$ cat config.mk
export PLATFORM = sky130hd
export DESIGN_NAME = sdm_modulator_flat
export DESIGN_NICKNAME = d
export VERILOG_FILES = /design/src/rtl/sdm_modulator_if.sv /design/src/rtl/sdm_modulator.sv /design/src/flat_wrapper.sv
export SDC_FILE = /design/constraint.sdc
export NUM_CORES = 1
export LEC_CHECK = 0
export ABC_AREA = 1
export CORE_UTILIZATION = 30
export CTS_CLUSTER_DIAMETER = 50
export DETAILED_ROUTE_END_ITERATION = 7
export GPL_ROUTABILITY_DRIVEN = 0
export PLACE_DENSITY = 0.48
export RECOVER_POWER = 25
export SETUP_SLACK_MARGIN = 0.1
export SYNTH_ARGS = -nofsm -noshare
export SYNTH_HDL_FRONTEND = slang
export SYNTH_SLANG_ARGS = --single-unit
$ cat constraint.sdc
create_clock -name clk -period 10.6 [get_ports clk]
set_clock_uncertainty 0.2 [all_clocks]
set_input_delay 2.12 -clock clk [delete_from_list [all_inputs] [get_ports clk]]
set_output_delay 2.12 -clock clk [all_outputs]
set_load 0.005 [all_outputs]
$ cat src/rtl/sdm_modulator_if.sv
// PCM handshake and bitstream signals for the second-order sigma-delta modulator.
// The master side supplies samples; the slave side is the modulator itself.
interface sdm_modulator_if #(
    parameter int DATA_WIDTH = 16
);
    logic signed [DATA_WIDTH-1:0] din;
    logic                         valid_in;
    logic                         ready_out;
    logic                         bit_out;
    logic                         sample_tick;
    logic                         underrun;

    modport master (
        output din,
        output valid_in,
        input  ready_out,
        input  bit_out,
        input  sample_tick,
        input  underrun
    );

    modport slave (
        input  din,
        input  valid_in,
        output ready_out,
        output bit_out,
        output sample_tick,
        output underrun
    );
endinterface

$ cat src/rtl/sdm_modulator.sv
// Second-order 1-bit sigma-delta modulator (bitstream DAC front end).
// PCM samples arrive over valid/ready once per OSR clocks through a one-entry
// hold buffer; the two saturating integrators run every clk and emit one bit.
module sdm_modulator #(
    parameter int DATA_WIDTH = 16,
    parameter int OSR        = 64,
    parameter int ACC_WIDTH  = 20
) (
    input logic          clk,
    input logic          rst,
    sdm_modulator_if.slave bus
);

    localparam int CNT_W = (OSR > 1) ? $clog2(OSR) : 1;
    // Two guard bits: i + x - fb and i2 + i1_n - fb can never overflow before sat().
    localparam int SUM_W = ACC_WIDTH + 2;

    localparam logic signed [SUM_W-1:0] FS_S =
        {{(SUM_W-DATA_WIDTH){1'b0}}, 1'b1, {(DATA_WIDTH-1){1'b0}}};
    localparam logic signed [SUM_W-1:0] ACC_MAX_S =
        {3'b000, {(ACC_WIDTH-1){1'b1}}};
    localparam logic signed [SUM_W-1:0] ACC_MIN_S =
        {3'b111, {(ACC_WIDTH-1){1'b0}}};

    logic [CNT_W-1:0]              cnt;
    logic                          sample_tick;
    logic                          ready;
    logic                          accept;
    logic                          underrun;

    logic signed [DATA_WIDTH-1:0]  cur;
    logic signed [DATA_WIDTH-1:0]  hold;
    logic                          hold_full;

    logic signed [ACC_WIDTH-1:0]   i1;
    logic signed [ACC_WIDTH-1:0]   i2;
    logic signed [ACC_WIDTH-1:0]   i1_n;
    logic signed [ACC_WIDTH-1:0]   i2_n;
    logic                          bit_q;

    logic signed [SUM_W-1:0]       fb;
    logic signed [SUM_W-1:0]       x_s;
    logic signed [SUM_W-1:0]       i1_s;
    logic signed [SUM_W-1:0]       i1_n_s;
    logic signed [SUM_W-1:0]       i2_s;
    logic signed [SUM_W-1:0]       i1_sum;
    logic signed [SUM_W-1:0]       i2_sum;

    // Clamp a guard-extended sum back into the integrator range.
    function automatic logic signed [ACC_WIDTH-1:0] sat(input logic signed [SUM_W-1:0] v);
        logic signed [ACC_WIDTH-1:0] r;
        if (v > ACC_MAX_S) begin
            r = ACC_MAX_S[ACC_WIDTH-1:0];
        end else if (v < ACC_MIN_S) begin
            r = ACC_MIN_S[ACC_WIDTH-1:0];
        end else begin
            r = v[ACC_WIDTH-1:0];
        end
        return r;
    endfunction

    // Frame control: tick on the last cycle, handshake and underrun flag.
    always_comb begin
        sample_tick = (cnt == CNT_W'(OSR - 1));
        ready       = !hold_full || sample_tick;
        accept      = bus.valid_in && ready;
        underrun    = sample_tick && !hold_full && !accept;
    end

    assign bus.ready_out   = ready;
    assign bus.sample_tick = sample_tick;
    assign bus.underrun    = underrun;
    assign bus.bit_out     = bit_q;

    // Frame counter, free running 0..OSR-1.
    always_ff @(posedge clk or posedge rst) begin
        if (rst) begin
            cnt <= '0;
        end else if (sample_tick) begin
            cnt <= '0;
        end else begin
            cnt <= cnt + 1'b1;
        end
    end

    // Sample path: one-entry hold buffer in front of the modulator input.
    // At a tick with an empty buffer, an incoming sample bypasses straight to cur.
    always_ff @(posedge clk or posedge rst) begin
        if (rst) begin
            cur       <= '0;
            hold      <= '0;
            hold_full <= 1'b0;
        end else if (sample_tick) begin
            if (hold_full) begin
                cur <= hold;
                if (accept) begin
                    hold <= bus.din;
                end else begin
                    hold_full <= 1'b0;
                end
            end else if (accept) begin
                cur <= bus.din;
            end
        end else if (accept) begin
            hold      <= bus.din;
            hold_full <= 1'b1;
        end
    end

    // Integrator arithmetic; i2 consumes the freshly updated i1.
    always_comb begin
        fb     = bit_q ? FS_S : -FS_S;
        x_s    = {{(SUM_W-DATA_WIDTH){cur[DATA_WIDTH-1]}}, cur};
        i1_s   = {{2{i1[ACC_WIDTH-1]}}, i1};
        i2_s   = {{2{i2[ACC_WIDTH-1]}}, i2};
        i1_sum = i1_s + x_s - fb;
        i1_n   = sat(i1_sum);
        i1_n_s = {{2{i1_n[ACC_WIDTH-1]}}, i1_n};
        i2_sum = i2_s + i1_n_s - fb;
        i2_n   = sat(i2_sum);
    end

    // Modulator state and registered output bit, updated every clk.
    always_ff @(posedge clk or posedge rst) begin
        if (rst) begin
            i1    <= '0;
            i2    <= '0;
            bit_q <= 1'b0;
        end else begin
            i1    <= i1_n;
            i2    <= i2_n;
            bit_q <= ~i2_n[ACC_WIDTH-1];
        end
    end

endmodule

$ cat src/flat_wrapper.sv
// flat-port wrapper written by rule: the top's interface ports become plain ports
module sdm_modulator_flat 
#(
    parameter int DATA_WIDTH = 16,
    parameter int OSR        = 64,
    parameter int ACC_WIDTH  = 20
)
  (clk, rst, bus_din, bus_valid_in, bus_ready_out, bus_bit_out, bus_sample_tick, bus_underrun);
  sdm_modulator_if #(.DATA_WIDTH(DATA_WIDTH)) bus_i ();
  input logic clk;
  input logic rst;
  input wire logic [$bits(bus_i.din)-1:0] bus_din;
  input wire logic [$bits(bus_i.valid_in)-1:0] bus_valid_in;
  output wire logic [$bits(bus_i.ready_out)-1:0] bus_ready_out;
  output wire logic [$bits(bus_i.bit_out)-1:0] bus_bit_out;
  output wire logic [$bits(bus_i.sample_tick)-1:0] bus_sample_tick;
  output wire logic [$bits(bus_i.underrun)-1:0] bus_underrun;
  assign bus_i.din = bus_din;
  assign bus_i.valid_in = bus_valid_in;
  assign bus_ready_out = bus_i.ready_out;
  assign bus_bit_out = bus_i.bit_out;
  assign bus_sample_tick = bus_i.sample_tick;
  assign bus_underrun = bus_i.underrun;
  sdm_modulator #(.DATA_WIDTH(DATA_WIDTH), .OSR(OSR), .ACC_WIDTH(ACC_WIDTH)) u_core (.clk(clk), .rst(rst), .bus(bus_i));
endmodule
==> impl_metrics.toml, run 1 <==
[outcome]
run_status = "finished, violations left"
violations = "max-capacitance violations, max-slew violations"

[cells_and_area]
fill_cells = 1930
area_growth_pct = 13.1
nNetsFinal = 815
postLayoutCellArea_mm2 = 0.00642
drive_above_1_share_pct = 10.3
antenna_cells = 0

[timing]
finalHoldViolCount = 0
rsz0062_at_grt = "no"
max_freq_ghz = 0.149
whs_ns = 0.262
period_share_pct = 63.4
slew_viol_final = 81
slew_headroom_pct = -195
fin_crit_ns = 6.72
fin_ws_ns = 3.88
finalSetupViolCount = 0
worstMarginPinSlew_ns = 4.42
tns_ns = 0

[synth]
ys_seq_elements = 80
synth_area_leaders = "dfrtp_1, nand2_1, ha_1"
ys_types = 43
synth_enable_flop_cells = 0
syn_area_per_cell_um2 = 7.89
async_flop_share_pct = 100
ys_seq_area_share_pct = 35.2
synth_common_cells = "nand2_1, dfrtp_1, inv_1"
synth_most_common_cell = "nand2_1"
synth_fp_nets = 794
mappedNetlistArea_mm2 = 0.00568
synth_cells = 720
synth_largest_type_area_fraction_pct = 35.2
yosysTopAreaCell = "dfrtp_1"
yosys_warnings = 0
synthFlopType = "dfrtp_1"

[drt]
drt_wl_total_mm = 12.4
wl_met3_um = 315
via_per_inst = 4.64
dr.max_layer_used = "met4"
drc_errors = 0
m1WireLength_mm = 5.90
vias = 4521
initialDrtViolationCount = 194
ant_nets = 0
wl_per_cell_um = 12.7
wl_met2_mm = 6.04
drtPass1Iterations = 5

[clocking]
ctsLongestPathBuffers = 2
hold_buffers = 0
clk_pin_slew_worst_paths_ns = 0.06
cts_made_buffers = 9
cts.sink_count = 80
cts_tree = "done"
cts_max_level = 3
cts_resized = 0
cts_root_buffer = "clkbuf_16"
cts_setup_buffers = 0
clk_latency_ns = 0.34

[grt]
grt_pass1_wl_mm = 21.6
grt_pass1_vias = 4638
grt_overflow = 0
antenna_found_initial = 0
grt_start_max_net_pins = 81
grt_usage_pct = 13.8

[floorplan]
die_x_um = 140
die_area_mm2 = 0.0195
die_y_um = 140
io_pins = 23
start_util_pct = 31.1
num_rows = 49
fp.coreArea_mm2 = 0.0183

[placed_design]
dpl_cell_area_mm2 = 0.00611
dp_slack_ns = 3.84
portBuffers = 22
hpwl_mm = 9.49

[critical_path]
worstPathArrival_ns = 6.75
required_ns = 10.62
slowest_delay_ns = 0.48
worst_path_max_delay_cell = "fa_1"
crit_type = "reg2reg"
critPathMaxFanout = 19
critPathLaunchType = "flop"
reg2reg_slack_ns = 3.88
endpoint_kind = "flop"
worst_path_most_repeated_cell = "nand2_1"

[min_path]
min_path_type = "reg2reg"

[flow_run]
maxCapViolCount = 1
routing by layer:
layer | global-route usage (%) | vias to the layer above
met5 | 0 | -
met2 | 23.6 | 34
met1 | 17.3 | 2100
met3 | 3.34 | 10
met4 | 3.59 | 0
li1 | - | 2377
final cells by class:
| cell class | count | area [um2] | share of cell area, % |
|---|---|---|---|
| Timing Repair Buffer | 23 | 224 | 3.49 |
| Inverter | 79 | 298 | 4.63 |
| Clock buffer | 10 | 239 | 3.72 |
| Multi-Input combinational cell | 548 | 3290 | 51.3 |
| Tap cell | 229 | 287 | 4.46 |
| Sequential cell | 80 | 2000 | 31.2 |
| Clock inverter | 5 | 81.3 | 1.27 |
worst max-delay path: cells and delay by family, from the launching register on:
kind,cells,cell delay [ns]
AO/OA/AOI/OAI,8,1.52
XOR/XNOR,2,0.27
flip-flops,1,0.35
AND/OR/NAND/NOR,21,2.27
buffers and inverters,2,0.13
adder cells (fa/ha/maj),6,1.82
worst paths after layout:
kind	start	to	cells past startpoint
min in group asynchronous	rst	u_core.hold[4]	3
min	u_core.cnt[0]	u_core.cnt[0]	1
min reg2reg	u_core.cnt[0]	u_core.cnt[0]	1
max	u_core.cur[0]	u_core.i2[1]	39
max in group asynchronous	rst	u_core.hold[11]	3
max reg2reg	u_core.cur[0]	u_core.i2[1]	39
per-stage QoR:
step,cells,utilization [%]
6_report,974,35.2
5_1_grt,974,35.2
4_1_cts,974,35.2
3_5_place_dp,959,33.4
3_3_place_gp,959,33.4
2_1_floorplan,720,-
placed cells by master (no fill, tap or decap), types with 9 or more instances in the layout:
cell type / synthesis / final
nand2_1: 220 / 220
nand2_2: 30 / 30
clkbuf_16: 0 / 9
nand3_1: 22 / 22
o21a_1: 15 / 15
xor2_1: 28 / 28
clkdlybuf4s50_1: 0 / 21
dfrtp_1: 80 / 80
a21oi_1: 38 / 38
o21ai_0: 41 / 41
xnor2_1: 12 / 12
inv_1: 75 / 74
ha_1: 51 / 51
nor2_1: 26 / 25
state kept, by name (all words and copies together) (netlist names):
signal and cells:
u_core.cur 16, u_core.hold 16, u_core.cnt 6, u_core.i1 20, u_core.i2 20, u_core.bus.bit_out 1
u_core.hold_full 1
kinds of logic (layout without fill, tap and decap cells):
kind of cell	Yosys count	after routing	synth area share [%]
buffers and inverters	92	117	6.85
and+or+nand+nor	336	336	26.9
AOI/OAI and AO/OA	117	117	12.2
xor gates and xnor gates	40	40	6.16
adders and majority gates	55	55	12.6
DFF	80	80	35.2
Power of run 1 is not shown: default switching activity piles up to over one toggle a cycle in this logic, so the estimate is an artifact.
==> inputs of run 2 (changes only) <==
--- a/config.mk
+++ b/config.mk
@@ -10,7 +10,7 @@
 export CTS_CLUSTER_DIAMETER = 50
 export DETAILED_ROUTE_END_ITERATION = 7
 export GPL_ROUTABILITY_DRIVEN = 0
-export PLACE_DENSITY = 0.48
+export PLACE_DENSITY = 0.5
 export RECOVER_POWER = 25
 export SETUP_SLACK_MARGIN = 0.1
 export SYNTH_ARGS = -nofsm -noshare
==> constraint.sdc (replaced) <==
create_clock -name clk -period 6.1 [get_ports clk]
set_clock_uncertainty 0.2 [all_clocks]
set_input_delay 1.22 -clock clk [delete_from_list [all_inputs] [get_ports clk]]
set_output_delay 1.22 -clock clk [all_outputs]
set_load 0.005 [all_outputs]
==> impl_metrics.toml, run 2 (synthesis results as in run 1) <==
[outcome]
run_status = "finished, violations left"
violations = "max-capacitance violations, max-slew violations"

[floorplan]
die_x_um = 140
io_pins = 23
die_area_mm2 = 0.0195
start_util_pct = 31.1
fp.coreArea_mm2 = 0.0183
num_rows = 49
die_y_um = 140

[drt]
via_per_inst = 4.57
initialDrtViolationCount = 178
wl_met2_mm = 6.88
m1WireLength_mm = 7.01
vias = 4992
wl_per_cell_um = 13.2
drc_errors = 0
drt_wl_total_mm = 14.4
ant_nets = 0
wl_met3_um = 290
dr.max_layer_used = "met4"
drtPass1Iterations = 5

[cells_and_area]
area_growth_pct = 44.5
nNetsFinal = 933
drive_above_1_share_pct = 37.3
final_util_pct = 45.0
top_regs = "u_core.i1: 20 flops, u_core.i2: 20 flops"
fill_cells = 1801
final_common_cell = "nand2_1"
layout.cells.most_common_list = "nand2_1, buf_4, dfrtp_1"
antenna_cells = 0
layout.cells.non_filler = 1092

[placed_design]
dp_slack_ns = -0.152
post-place-cells = 1050
hpwl_mm = 10.2
portBuffers = 22

[clocking]
cts_max_level = 3
cts.sink_count = 80
cts_made_buffers = 9
cts_root_buffer = "clkbuf_16"
clk_pin_slew_worst_paths_ns = 0.06
cts_tree = "done"
clk_latency_ns = 0.35
hold_buffers = 0
ctsLongestPathBuffers = 2

[critical_path]
worst_path_max_delay_cell = "dfrtp_1"
slowest_delay_ns = 0.38
worstPathArrival_ns = 5.98
endpoint_kind = "flop"
worst_path_most_repeated_cell = "nand2_2"
crit_type = "reg2reg"
critPathMaxFanout = 7
required_ns = 6.14
critPathLaunchType = "flop"

[timing]
whs_ns = 0.262
fin_ws_ns = 0.161
fin_crit_ns = 5.94
rsz0062_at_grt = "yes"
max_freq_ghz = 0.168
period_share_pct = 97.4
worstMarginPinSlew_ns = 1.95
slew_viol_final = 43
finalHoldViolCount = 0
finalSetupViolCount = 0
slew_headroom_pct = -31.0

[grt]
grt_pass1_wl_mm = 23.4
grt_overflow = 0
grt_pass1_vias = 4856
grt_start_max_net_pins = 43
grt_usage_pct = 15.1
antenna_found_initial = 0

[flow_run]
maxCapViolCount = 1

[min_path]
min_path_type = "reg2reg"
-- run 2: through the flow --
stage / area (um2) / setup TNS [ns]
floorplan: 5680 / 0
global placement: 6820 / -2.00
detailed placement: 6820 / -2.47
CTS: 7440 / 0
global route: 8210 / -3.19
finish: 8210 / 0
-- run 2: routing by layer --
metal,GRT usage (%),vias to the layer above
met1,20.1,2331
met3,2.17,13
met2,25.1,35
met4,5.03,0
li1,-,2613
met5,0,-
-- run 2: layout make-up --
type	instances	area (um2)	share of cell area (%)
multi-input cells	552	4160	50.6
flip-flops and latches	80	2000	24.4
repair buffers	137	1170	14.3
inverters	79	303	3.69
well taps	229	287	3.49
clock buffers	12	246	3.00
clock inverters	3	42.5	0.518
-- run 2: repair_timing --
item,in CTS,in global routing
resized for setup,43,134
endpoints found under the setup margin,19,21
setup buffers,7,15
cloned,3,2
pin swaps,12,65
-- run 2: final timing paths --
check / depth (start not counted) / from / end / slack (ns)
worst min-delay path: 1 / u_core.cnt[0] / u_core.cnt[0] / 0.26
max in group asynchronous: 3 / rst / u_core.cur[15] / 2.77
worst min register to register: 1 / u_core.cnt[0] / u_core.cnt[0] / 0.26
min in group asynchronous: 2 / rst / u_core.hold[3] / 1.63
worst max-delay path: 38 / u_core.i1[7] / u_core.i2[9] / 0.16
worst max register to register: 38 / u_core.i1[7] / u_core.i2[9] / 0.16
-- run 2: critical path: cells and delay by family (launching register included) --
| kind | cells | cell delay (ns) |
|---|---|---|
| simple gates | 18 | 1.56 |
| fa+ha+maj | 5 | 1.43 |
| flops | 1 | 0.38 |
| xor+xnor | 2 | 0.34 |
| compound gates | 10 | 1.49 |
| buf+inv | 3 | 0.41 |
Power of run 2 is left out for the same reason.
==> patch: new RTL, settings of run 2 <==
`ACC_WIDTH` is set to 20 in 2 places; all go to 24.
--- a/src/rtl/sdm_modulator.sv
+++ b/src/rtl/sdm_modulator.sv
@@ -6,3 +6,3 @@
     parameter int OSR        = 64,
-    parameter int ACC_WIDTH  = 20
+    parameter int ACC_WIDTH  = 24
 ) (
--- a/src/flat_wrapper.sv
+++ b/src/flat_wrapper.sv
@@ -5,3 +5,3 @@
     parameter int OSR        = 64,
-    parameter int ACC_WIDTH  = 20
+    parameter int ACC_WIDTH  = 24
 )
Formal check against the unedited RTL: same outputs for any inputs over 10 cycles, from zero or initial values and one cycle with rst high; that may be too few to reach the edited logic, so the function may still have changed.
==> patch against run 2 <==
  * Cell area is 28% higher
  * Maximum frequency is 8.2% lower
  * Sequential cell count is 8 higher
  * Utilization is 3.3 points higher
  * The run ends with max-capacitance violations, max-slew violations, negative setup slack left
  * Die area is 17% higher
  * Routed wire length is 32% higher
  * Critical path type unchanged
  * Synthesized area is 18% higher
  * Synthesized cell count is 23% higher
  * Via count is 29% higher
  * Worst setup slack worse by 530 ps
Power is left out: the tool's default activity adds up to more than one toggle a clock period on the data nets, which glitch-free logic cannot reach.
==> patch: results (changes against run 2) <==
stage;metric;value;unit;change
run_status;status;finished, violations left;;
run_status;violated checks;max-capacitance violations, max-slew violations, negative setup slack;;
sta;count of pins over their slew limit;45;;+4.7%
cts;clock latency on the worst-skew pair;350;ps;about the same
cts;clock root buffer master;sky130_fd_sc_hd__clkbuf_16;;
global_routing;global-route wire length before repair;30.2;mm;+29%
yosys;Area contributors post-synth;sky130_fd_sc_hd__dfrtp_1 (33%), sky130_fd_sc_hd__nand2_1 (16%), sky130_fd_sc_hd__ha_1 (13%);;
finish;net count of the finished layout;1223;;+31%
yosys;net count after synthesis;974;;+23%
routing;routed via count divided by cell count;4.55;;-0.47%
finish;fraction of layout cells with a size suffix above 1;41.8;%;+4.5 points
place;HPWL Detailed;13.6;mm;+33%
finish;largest registers;u_core.i1: 24 flops, u_core.i2: 24 flops;;
yosys;count of unique library cells instantiated by Yosys;38;;-12%
worst_setup_path;type of element launching the critical path;flip-flop;;
run;max-cap check violation count;1;;unchanged
sta;headroom to the max-slew limit;-39.4;%;-8.4 points
cts;maximum root-to-sink buffer count;2;;unchanged
yosys;dominant register cell in the synthesized netlist;sky130_fd_sc_hd__dfrtp_1;;
yosys;sequential cell area fraction in the yosys report;33.0;%;-2.2 points
finish;total inserted antenna cells;0;;unchanged
worst_setup_path;slowest stage delay, CP;420;ps;+40 ps
worst_setup_path;Critical Path Fanout Max;6;;-1
yosys;warnings from Yosys;0;;unchanged
routing;total wire length;19.0;mm;+32%
worst_setup_path;highest-delay cell along the critical path;sky130_fd_sc_hd__dfrtp_2;;
routing;first-pass iteration count of the detailed router;4;;-1
sta;number of setup violations in the final report;24;;+24
min_path;Hold/Removal Path Class;flip-flop to flip-flop;;
global_routing;global router's overall resource usage;16.9;%;+1.8 points
routing;First DRT Iteration DRCs;264;;+48%
place;Placement Cell Area;0.00865;sq mm;+27%
global_routing;via count of the first global-routing pass;6284;;+29%
worst_setup_path;CP arrival;6560;ps;+580 ps
finish;Filler Cell Count;2066;;+15%
yosys;Post-synth top cells;sky130_fd_sc_hd__nand2_1 (278), sky130_fd_sc_hd__inv_1 (100), sky130_fd_sc_hd__dfrtp_1 (88);;
yosys;share of synthesized flip-flops with an asynchronous set or reset;100;%;unchanged
cts;H-Tree Depth;3;;unchanged
cts;number of buffers created by CTS;9;;unchanged
sta;PnR worst setup slack;-370;ps;-531 ps
worst_setup_path;start of the worst register-to-register path;u_core.cur[15]$_DFFE_PP0P_;;
global_routing;pin count of the biggest net entering global routing;46;;+7.0%
cts;clk slew on worst S/H paths;80;ps;+20 ps
patch: cell count changes after synthesis, sizes merged, moves of 6 or more:
cell	run 2	this run
nand2	258	289
o21ai	44	54
xnor2	12	21
nand3	28	43
inv	79	102
o21bai	4	10
nor2	29	40
dfrtp	80	88
a21oi	42	61
ha	51	67
patch: repair_timing:
action                     in CTS  in global routing
gates cloned                    1                  4
pin swaps                      23                 81
gates resized for setup        83                145
setup buffers                  21                 27
hold buffers                    0                  0
setup endpoints to repair      25                 25
patch: cell type report:
cell class,count,share of cell area [%]
Inverter,102,3.65
Sequential cell,88,20.9
Clock buffer,9,2.14
Tap cell,280,3.33
Multi-Input combinational cell,677,49.2
Clock inverter,7,0.773
Timing Repair Buffer,255,20.0
patch: metrics by stage:
step | instances | hold slack [ps] | TNS (ps) | util [%] | setup slack (ps)
after floorplan | 884 | 233 | 0 | - | 113
after global placement | 1350 | 251 | -19950 | 39.6 | -835
after detailed placement | 1350 | 258 | -20150 | 39.6 | -843
after CTS | 1388 | 270 | -10200 | 43.8 | -441
after global routing | 1418 | 307 | -17690 | 48.2 | -747
final | 1418 | 267 | -8250 | 48.2 | -370
patch: metal layers:
layer / GRT usage, % / share of wire, %
met1: 23.2 / 49
met2: 27.9 / 48
met3: 2.56 / 1.7
met5: 0 / 0
met4: 3.95 / 0.93
patch: critical path, delay by kind of cell (launching register included):
kind / cells / cell delay (ps)
xor gates and xnor gates: 2 / 400
adders and majority gates: 5 / 1390
and+or+nand+nor: 17 / 1510
buffers and inverters: 7 / 900
DFF: 1 / 420
AOI/OAI and AO/OA: 10 / 1590
patch: cells by family (layout without fill, tap and decap cells):
group | count (synthesis) | after routing | share of synthesized area [%]
buffers and inverters | 119 | 373 | 7.59
xor gates and xnor gates | 52 | 52 | 6.82
adders and majority gates | 71 | 71 | 13.8
and+or+nand+nor | 391 | 391 | 24.4
AOI/OAI and AO/OA | 163 | 163 | 14.5
DFF | 88 | 88 | 33.0
patch: path summary, 6_finish.rpt:
check                      depth (start not counted)                          to  slack (ps)
max                                               41     u_core.i2[21]$_DFF_PP0_        -370
max in group asynchronous                          3  u_core.cur[15]$_DFFE_PP0P_        2630
max reg2reg                                       41     u_core.i2[21]$_DFF_PP0_        -370
min in group asynchronous                          2  u_core.hold[3]$_DFFE_PP0P_        1660
min reg2reg                                        1     u_core.cnt[0]$_DFF_PP0_         270
min                                                1     u_core.cnt[0]$_DFF_PP0_         270
